### src/rtl/pe_seq_pkg.sv
// Shared types and precision encodings for the PE dot-product sequencer.
package pe_seq_pkg;

  typedef enum logic [2:0] {
    StIdle,
    StClear,
    StStream,
    StDrain,
    StCapture,
    StDone
  } seq_state_e;

  localparam logic [2:0] PREC_1B      = 3'b000;
  localparam logic [2:0] PREC_2B      = 3'b001;
  localparam logic [2:0] PREC_4B      = 3'b010;
  localparam logic [2:0] PREC_8B      = 3'b011;
  localparam logic [2:0] PREC_DEFAULT = PREC_1B;

  // Encodings 1xx are not supported by the PE and fall back to the default.
  function automatic logic [2:0] coerce_prec(input logic [2:0] prec);
    return prec[2] ? PREC_DEFAULT : prec;
  endfunction

endpackage

### src/rtl/pe_seq_stats.sv
// Free-running beat and zero-skip counters; only built when PE_SEQ_STATS_EN is defined.
module pe_seq_stats (
  input  logic        clk,
  input  logic        reset_n,
  input  logic        beat,
  input  logic        skip,
  output logic [31:0] stat_beats,
  output logic [31:0] stat_skipped
);

  logic [31:0] beats_q, skipped_q;

  always_ff @(posedge clk) begin
    if (!reset_n) begin
      beats_q   <= '0;
      skipped_q <= '0;
    end else begin
      if (beat) beats_q <= beats_q + 32'd1;
      if (skip) skipped_q <= skipped_q + 32'd1;
    end
  end

  assign stat_beats   = beats_q;
  assign stat_skipped = skipped_q;

endmodule

### src/rtl/pe_dot_sequencer.sv
// Job controller driving one adaptive_pe through a full dot product.
// Optional statistics counters are enabled by defining PE_SEQ_STATS_EN.
module pe_dot_sequencer
  import pe_seq_pkg::*;
#(
  parameter int unsigned MAX_WIDTH     = 64,
  parameter int unsigned MAX_ACC_WIDTH = 20,
  parameter int unsigned LEN_WIDTH     = 16
) (
  input  logic                     clk,
  input  logic                     reset_n,
  input  logic                     cmd_valid,
  output logic                     cmd_ready,
  input  logic [2:0]               cmd_precision,
  input  logic [LEN_WIDTH-1:0]     cmd_len,
  input  logic                     op_valid,
  output logic                     op_ready,
  input  logic [MAX_WIDTH-1:0]     op_weight,
  input  logic [MAX_WIDTH-1:0]     op_activation,
  input  logic [MAX_WIDTH-1:0]     op_mask,
  output logic                     res_valid,
  input  logic                     res_ready,
  output logic [MAX_ACC_WIDTH-1:0] res_sum,
  output logic                     res_prec_err,
  output logic                     pe_ce,
  output logic                     pe_accumulate,
  output logic [2:0]               pe_precision_mode,
  output logic [MAX_WIDTH-1:0]     pe_weight,
  output logic [MAX_WIDTH-1:0]     pe_activation,
  output logic [MAX_WIDTH-1:0]     pe_mask,
  input  logic [MAX_ACC_WIDTH-1:0] pe_sum,
  input  logic                     pe_skipped,
  output logic                     busy,
  output logic [31:0]              stat_beats,
  output logic [31:0]              stat_skipped
);

  seq_state_e               state_q;
  logic [LEN_WIDTH-1:0]     remaining_q;
  logic                     cmd_ready_q, prec_err_q;
  logic [2:0]               precision_q;
  logic                     pe_ce_q, pe_accumulate_q;
  logic [MAX_WIDTH-1:0]     pe_weight_q, pe_activation_q, pe_mask_q;
  logic [MAX_ACC_WIDTH-1:0] res_sum_q;
  logic                     res_prec_err_q;
  logic                     cmd_fire, beat, skip_event;

  assign cmd_fire   = cmd_valid && cmd_ready_q && (state_q == StIdle);
  assign op_ready   = (state_q == StStream) && (remaining_q != '0);
  assign beat       = op_valid && op_ready;
  // Accumulating edges only, so the CLEAR edge is never counted as a skip.
  assign skip_event = pe_ce_q && pe_accumulate_q && pe_skipped;

  always_ff @(posedge clk) begin
    if (!reset_n) begin
      state_q         <= StIdle;
      remaining_q     <= '0;
      cmd_ready_q     <= 1'b0;
      prec_err_q      <= 1'b0;
      precision_q     <= PREC_DEFAULT;
      pe_ce_q         <= 1'b0;
      pe_accumulate_q <= 1'b0;
      pe_weight_q     <= '0;
      pe_activation_q <= '0;
      pe_mask_q       <= '0;
      res_sum_q       <= '0;
      res_prec_err_q  <= 1'b0;
    end else begin
      pe_ce_q         <= cmd_fire || beat;
      pe_accumulate_q <= beat;
      unique case (state_q)
        StIdle: begin
          cmd_ready_q <= !cmd_fire;
          if (cmd_fire) begin
            precision_q     <= coerce_prec(cmd_precision);
            prec_err_q      <= cmd_precision[2];
            remaining_q     <= cmd_len;
            // All-ones operands keep the PE zero-skip from masking the clear.
            pe_weight_q     <= '1;
            pe_activation_q <= '1;
            pe_mask_q       <= '1;
            state_q         <= StClear;
          end
        end
        StClear: state_q <= (remaining_q == '0) ? StCapture : StStream;
        StStream: begin
          if (beat) begin
            pe_weight_q     <= op_weight;
            pe_activation_q <= op_activation;
            pe_mask_q       <= op_mask;
            remaining_q     <= remaining_q - LEN_WIDTH'(1);
            if (remaining_q == LEN_WIDTH'(1)) state_q <= StDrain;
          end
        end
        StDrain: state_q <= StCapture;
        StCapture: begin
          res_sum_q      <= pe_sum;
          res_prec_err_q <= prec_err_q;
          state_q        <= StDone;
        end
        StDone: begin
          if (res_ready) begin
            state_q     <= StIdle;
            cmd_ready_q <= 1'b1;
          end
        end
        default: state_q <= StIdle;
      endcase
    end
  end

  assign cmd_ready         = cmd_ready_q;
  assign res_valid         = (state_q == StDone);
  assign busy              = (state_q != StIdle);
  assign res_sum           = res_sum_q;
  assign res_prec_err      = res_prec_err_q;
  assign pe_ce             = pe_ce_q;
  assign pe_accumulate     = pe_accumulate_q;
  assign pe_precision_mode = precision_q;
  assign pe_weight         = pe_weight_q;
  assign pe_activation     = pe_activation_q;
  assign pe_mask           = pe_mask_q;

`ifdef PE_SEQ_STATS_EN
  pe_seq_stats u_stats (
    .clk          (clk),
    .reset_n      (reset_n),
    .beat         (beat),
    .skip         (skip_event),
    .stat_beats   (stat_beats),
    .stat_skipped (stat_skipped)
  );
`else
  logic unused_skip;
  assign unused_skip  = skip_event;
  assign stat_beats   = '0;
  assign stat_skipped = '0;
`endif

endmodule

### config.mk
export PLATFORM = sky130hd
export DESIGN_NAME = pe_dot_sequencer
export DESIGN_NICKNAME = d
export VERILOG_FILES = /design/src/rtl/pe_seq_pkg.sv /design/src/rtl/pe_seq_stats.sv /design/src/rtl/pe_dot_sequencer.sv
export SDC_FILE = /design/constraint.sdc
export NUM_CORES = 1
export LEC_CHECK = 0
export ABC_AREA = 1
export ABC_CLOCK_PERIOD_IN_PS = 3110
export CORE_AREA = 2 2 204 206
export CTS_CLUSTER_SIZE = 30
export DETAILED_ROUTE_END_ITERATION = 12
export DIE_AREA = 0 0 206 208
export MAX_ROUTING_LAYER = met4
export PLACE_DENSITY_LB_ADDON = 0.2
export SLEW_MARGIN = 20
export SYNTH_ARGS = -nofsm -noshare
export SYNTH_HDL_FRONTEND = slang
export SYNTH_SLANG_ARGS = --single-unit
### constraint.sdc
create_clock -name clk -period 3.11 [get_ports clk]
set_input_delay 0.7775 -clock clk [delete_from_list [all_inputs] [get_ports clk]]
set_output_delay 0.7775 -clock clk [all_outputs]
set_load 0.01 [all_outputs]
==> qor.csv, run 1 <==
metric,value,unit
cts_sinks,238,
die_area,42800,um^2
drt_iter0_drc,473,
grt_pass1_wl,50.1,mm
clockBufferDepth,3,
status,completed,
numCtsBuffers,28,
routed_wl,33.4,mm
tns,0,ps
final-setup-viol-count,0,
path_class,reg -> out,
crit_path_start_kind,flip-flop,
drtAntennaViolNets,0,
tightest_slew,690,ps
fin_crit_sh,91.4,%
hpwl,23.6,mm
clock_latency,550,ps
grt-ovfl-total,0,
antenna_found_initial,1,
drcViolationCount,0,
num_vias,9220,
die_width,206,um
path_cells,"inv_1, nor3_1, clkdlybuf4s50_1",
place.gp.congestion,0.751,
ys.warnings.count,0,
fillers,4328,
dr.pass1.iters,4,
syn_area,9310,um^2
grt_usage,15.0,%
slew_violations,0,
ys_seq_elements,238,
area_delta_synth_final,61.5,%
cpMaxStageDelayCell,clkdlybuf4s50_1,
cts.htree.levels,1,
max_clock_freq,352,MHz
crit_path_end_kind,primary output,
skew,23.1,ps
port_buffers,456,
core_area,40600,um^2
cp_num_buf_inv,2,
critPathMaxFanout,5,
nNetsFinal,1910,
vdd_drop_max,0.000494,V
routedWlPerCell,15.0,um
cp_top_family,buffers and inverters,
num_io_pins,523,
synth_cells,1248,
grt_max_degree,140,
powerDensity,981,nW/um^2
finish.utilization,37.1,%
start_util,23.0,%
num_rows,74,
first_global_vias,8786,
hold_buffers,0,
synth_seq_area_share,51.2,%
layout-drive-gt1-share,4.08,%
hold_viol,0,
drv_cap,0,
syn_area_per_cell,7.46,um^2
routed_via_density,4.14,
slew_headroom,53.9,%
clk_pin_slew_worst_paths,60,ps
min_path_type,reg -> reg,
ys_types,29,
die_h,208,um
seqCellArea,4760,um^2
p_leak,6.10,nW
cts_tree,done,
slowest_delay,690,ps
arrival,2070,ps
rsz0062_at_grt,false,
cts_root_buf,clkbuf_16,
multi_input_comb_area,3820,um^2
cp.required,2330,ps
fin_crit,2840,ps
[final timing paths]
check | from | to | slack, ps | depth (start not counted)
hold reg to reg | pe_precision_mode[1] | pe_precision_mode[1] | 460 | 2
setup reg to reg | remaining_q[0] | pe_activation[58] | 870 | 9
setup / recovery | state_q[2] | res_valid | 270 | 3
hold / removal | pe_precision_mode[1] | pe_precision_mode[1] | 460 | 2
[power breakdown]
part / switching [mW] / total (mW) / internal (mW) / leakage (nW)
logic: 3.41 / 6.64 / 3.23 / 3.72
clock network: 1.30 / 3.17 / 1.87 / 0.436
registers: 0.644 / 4.94 / 4.30 / 1.95
[registers in the layout, summed over array words and instances (netlist names), 2 cells and up]
name,cells
pe_precision_mode,2
pe_weight,64
pe_mask,64
remaining_q,16
state_q,3
res_sum,20
pe_activation,64
[cell type report]
class | instances | share of cell area (%)
antenna | 1 | 0.0166
clock buffer | 47 | 5.74
sequential | 238 | 31.7
tap | 532 | 4.43
inverter | 31 | 0.774
clock inverter | 4 | 0.133
multi-input combinational | 900 | 25.4
timing repair buffer | 472 | 31.8
[cell usage in the layout (no fill, tap or decap)]
cell type / count
a211oi_1: 1
a21oi_1: 11
a31oi_1: 1
buf_12: 8
buf_4: 8
buf_6: 1
clkbuf_1: 11
clkbuf_16: 29
clkbuf_8: 7
clkdlybuf4s50_1: 454
clkinv_2: 4
conb_1: 65
dfxtp_1: 238
diode_2: 1
dlymetal6s2s_1: 1
ha_1: 2
inv_1: 29
inv_2: 2
nand2_1: 80
nand2_2: 2
nand2_8: 1
nand3_1: 26
nand3_4: 1
nand3b_1: 2
nand4_1: 2
nor2_1: 464
nor2_2: 2
nor2_4: 1
nor3_1: 1
o211ai_1: 1
o21ai_0: 208
o21ai_1: 24
o22ai_1: 1
o31ai_1: 1
or2_2: 3
[through the flow]
step | std cells | setup slack (ps) | hold slack [ps] | power (mW) | cell area (um^2)
2_1_floorplan | 1312 | 1120 | 430 | 8.26 | 9550
3_3_place_gp | 2173 | 522 | 442 | 11.6 | 14100
3_5_place_dp | 2173 | 495 | 449 | 11.7 | 14100
4_1_cts | 2224 | 50.9 | 465 | 15.0 | 15000
5_1_grt | 2225 | 127 | 488 | 15.9 | 15000
6_report | 2225 | 266 | 459 | 14.8 | 15000
[synthesized netlist by cell type (all sizes together)]
master | n | area [um^2]
conb | 1 | 3.75
nand3b | 2 | 15.0
dfxtp | 238 | 4760
o22ai | 1 | 6.26
clkbuf | 41 | 154
a31oi | 1 | 6.26
o21ai | 232 | 1160
o211ai | 1 | 7.51
nand4 | 2 | 12.5
nor2 | 467 | 1760
nand3 | 27 | 148
nand2 | 83 | 324
ha | 2 | 25.0
nor3 | 1 | 5.00
buf | 102 | 709
a211oi | 1 | 7.51
o31ai | 1 | 7.51
or2 | 3 | 18.8
inv | 31 | 116
a21oi | 11 | 55.1
[cell families after synthesis]
logic type	Yosys count	synth area share, %
AOI/OAI and AO/OA	248	13.4
DFF	238	51.2
and+or+nand+nor	585	24.6
other	1	0.0403
buffers and inverters	174	10.5
adders and majority gates	2	0.269
[metal layers]
layer | routed length [um] | part of all wire, % | track usage [%] | vias to the layer above
met3 | 3530 | 11 | 5.64 | 31
met4 | 458 | 1.4 | 2.54 | 0
met1 | 14200 | 42 | 18.2 | 4157
met2 | 15300 | 46 | 24.2 | 341
met5 | 0 | 0 | - | -
li1 | - | - | - | 4691
[tightest hold or removal path, cell delays in order (launching register included)]
cell,delay (ps)
dfxtp_1,320
nand2_1,50
o21ai_0,50
[what timing repair did]
action,4_1_cts,5_1_grt
buffers inserted,0,0
endpoints found under the setup margin,0,1
resized for setup,0,1
No activity file was read; power rests on OpenSTA's default activity.
==> inputs of run 2 (changes only) <==
--- a/config.mk
+++ b/config.mk
@@ -7,10 +7,10 @@
 export LEC_CHECK = 0
 export ABC_AREA = 1
 export ABC_CLOCK_PERIOD_IN_PS = 3110
-export CORE_AREA = 2 2 204 206
+export CORE_AREA = 2 2 202 204
 export CTS_CLUSTER_SIZE = 30
 export DETAILED_ROUTE_END_ITERATION = 12
-export DIE_AREA = 0 0 206 208
+export DIE_AREA = 0 0 204 206
 export MAX_ROUTING_LAYER = met4
 export PLACE_DENSITY_LB_ADDON = 0.2
 export SLEW_MARGIN = 20
==> qor.csv, run 2 (synthesis gave the netlist of run 1 again) <==
metric,value,unit
routed_via_density,4.16,
hpwl,23.2,mm
tns,0,ps
slew_violations,0,
num_vias,9260,
min_path_type,reg -> reg,
cp.required,2330,ps
wl_met3,3.18,mm
area_delta_synth_final,62.3,%
cts_sinks,238,
grt_max_degree,154,
wl_met2,14.5,mm
r2r_start,remaining_q[0],
pwr-share-seq,33.2,%
final-setup-viol-count,0,
p_leak,6.15,nW
grt_pass1_wl,49.1,mm
routed_wl,33.2,mm
path_class,reg -> out,
grt-ovfl-total,0,
crit_path_start_kind,flip-flop,
clock_latency,570,ps
clk_pin_slew_worst_paths,60,ps
powerDensity,988,nW/um^2
r2r-end,pe_activation[14],
rrSetupSlack,860,ps
skew,30.9,ps
grt_usage,15.1,%
drcViolationCount,0,
status,completed,
fin_crit_sh,89.8,%
internal-power,9.54,mW
layout-drive-gt1-share,4.66,%
hold_viol,0,
cts_tree,done,
drtAntennaViolNets,0,
topRoutingLayerUsed,met4,
reg2reg_depth,9,
power.share.clock,22.5,%
critPathMaxFanout,5,
port_buffers,456,
routedWlPerCell,14.9,um
drv_cap,0,
cts_root_buf,clkbuf_16,
arrival,2020,ps
whs_path_depth,2,
die_h,206,um
fillers,4211,
min_to,pe_precision_mode[1],
power,14.9,mW
rsz0062_at_grt,false,
slew_headroom,54.0,%
numCtsBuffers,29,
final_common_cell,nor2_1,
cts.htree.levels,1,
swShare,36.1,%
switchingPower,5.38,mW
max_clock_freq,358,MHz
worstHoldStart,pe_precision_mode[1],
drt-met1-wl,15.0,mm
layout_common_cells,"nor2_1 (464), clkdlybuf4s50_1 (454), dfxtp_1 (238)",
drt_iter0_drc,428,
dr.pass1.iters,6,
vdd_drop_max,0.000523,V
seqCellArea,4760,um^2
nNetsFinal,1913,
tightest_slew,689,ps
fin_crit,2790,ps
clockBufferDepth,3,
antenna_found_initial,2,
start_util,23.2,%
place.gp.congestion,0.812,
crit_path_end_kind,primary output,
multi_input_comb_area,3820,um^2
core_area,40200,um^2
num_rows,74,
die_width,204,um
comb_power_share,44.3,%
num_io_pins,523,
first_global_vias,8683,
die_area,42000,um^2
==> run 2: changes by cell type in the layout (fill, tap and decap cells not counted) <==
cell,delta
buf_12,-1
buf_4,+3
clkbuf_1,-8
clkbuf_8,+6
diode_2,+1
inv_6,+2
==> run 2: final cells by class <==
type,instances,share of cell area (%)
well taps,532,4.40
multi-input cells,900,25.3
clock inverters,6,0.248
inverters,31,0.770
repair buffers,474,31.7
diodes,2,0.0331
clock buffers,45,6.06
flip-flops and latches,238,31.5
==> run 2: metal layers <==
layer,track usage [%],vias to the layer above
li1,-,4696
met1,19.3,4191
met2,23.0,330
met3,5.35,43
met4,3.18,0
met5,-,-
==> run 2: how the worst max path moves through the flow <==
stage | from | to | cells past startpoint
finish | state_q[2] | res_valid | 3
global route | state_q[2] | res_valid | 3
CTS | remaining_q[0] | op_ready | 6
detailed placement | cmd_valid | pe_activation[63] | 7
global placement | cmd_valid | pe_activation[63] | 7
floorplan | state_q[0] | op_ready | 6
==> run 2: power groups by stage <==
stage	registers, mW	logic, mW	clock network [mW]
after floorplan	5.49	2.77	0
after global placement	4.95	6.67	0
after detailed placement	5.01	6.67	0
after CTS	4.96	6.70	3.50
after global routing	5.11	7.35	3.61
final	4.95	6.61	3.36
==> run 2: metrics by stage <==
stage               util [%]  hold slack, ps  instance area, um^2  cells  setup slack [ps]
floorplan                  -             430                 9550   1312              1120
CTS                     37.6             475                15100   2226              37.3
global route            37.6             497                15100   2228               175
global placement        35.2             442                14200   2175               567
detailed placement      35.2             459                14200   2175               561
finish                  37.6             465                15100   2228               317
==> run 2: worst max-delay path: stages, from the launching register on <==
cell	delay, ps
dfxtp_1	350
inv_1	100
nor3_1	320
clkdlybuf4s50_1	680
==> run 2: repair_timing <==
| action | in CTS | in global routing |
|---|---|---|
| setup endpoints to repair | 0 | 1 |
| setup buffers | 0 | 0 |
| hold buffers | 0 | 0 |
| gates resized for setup | 0 | 1 |
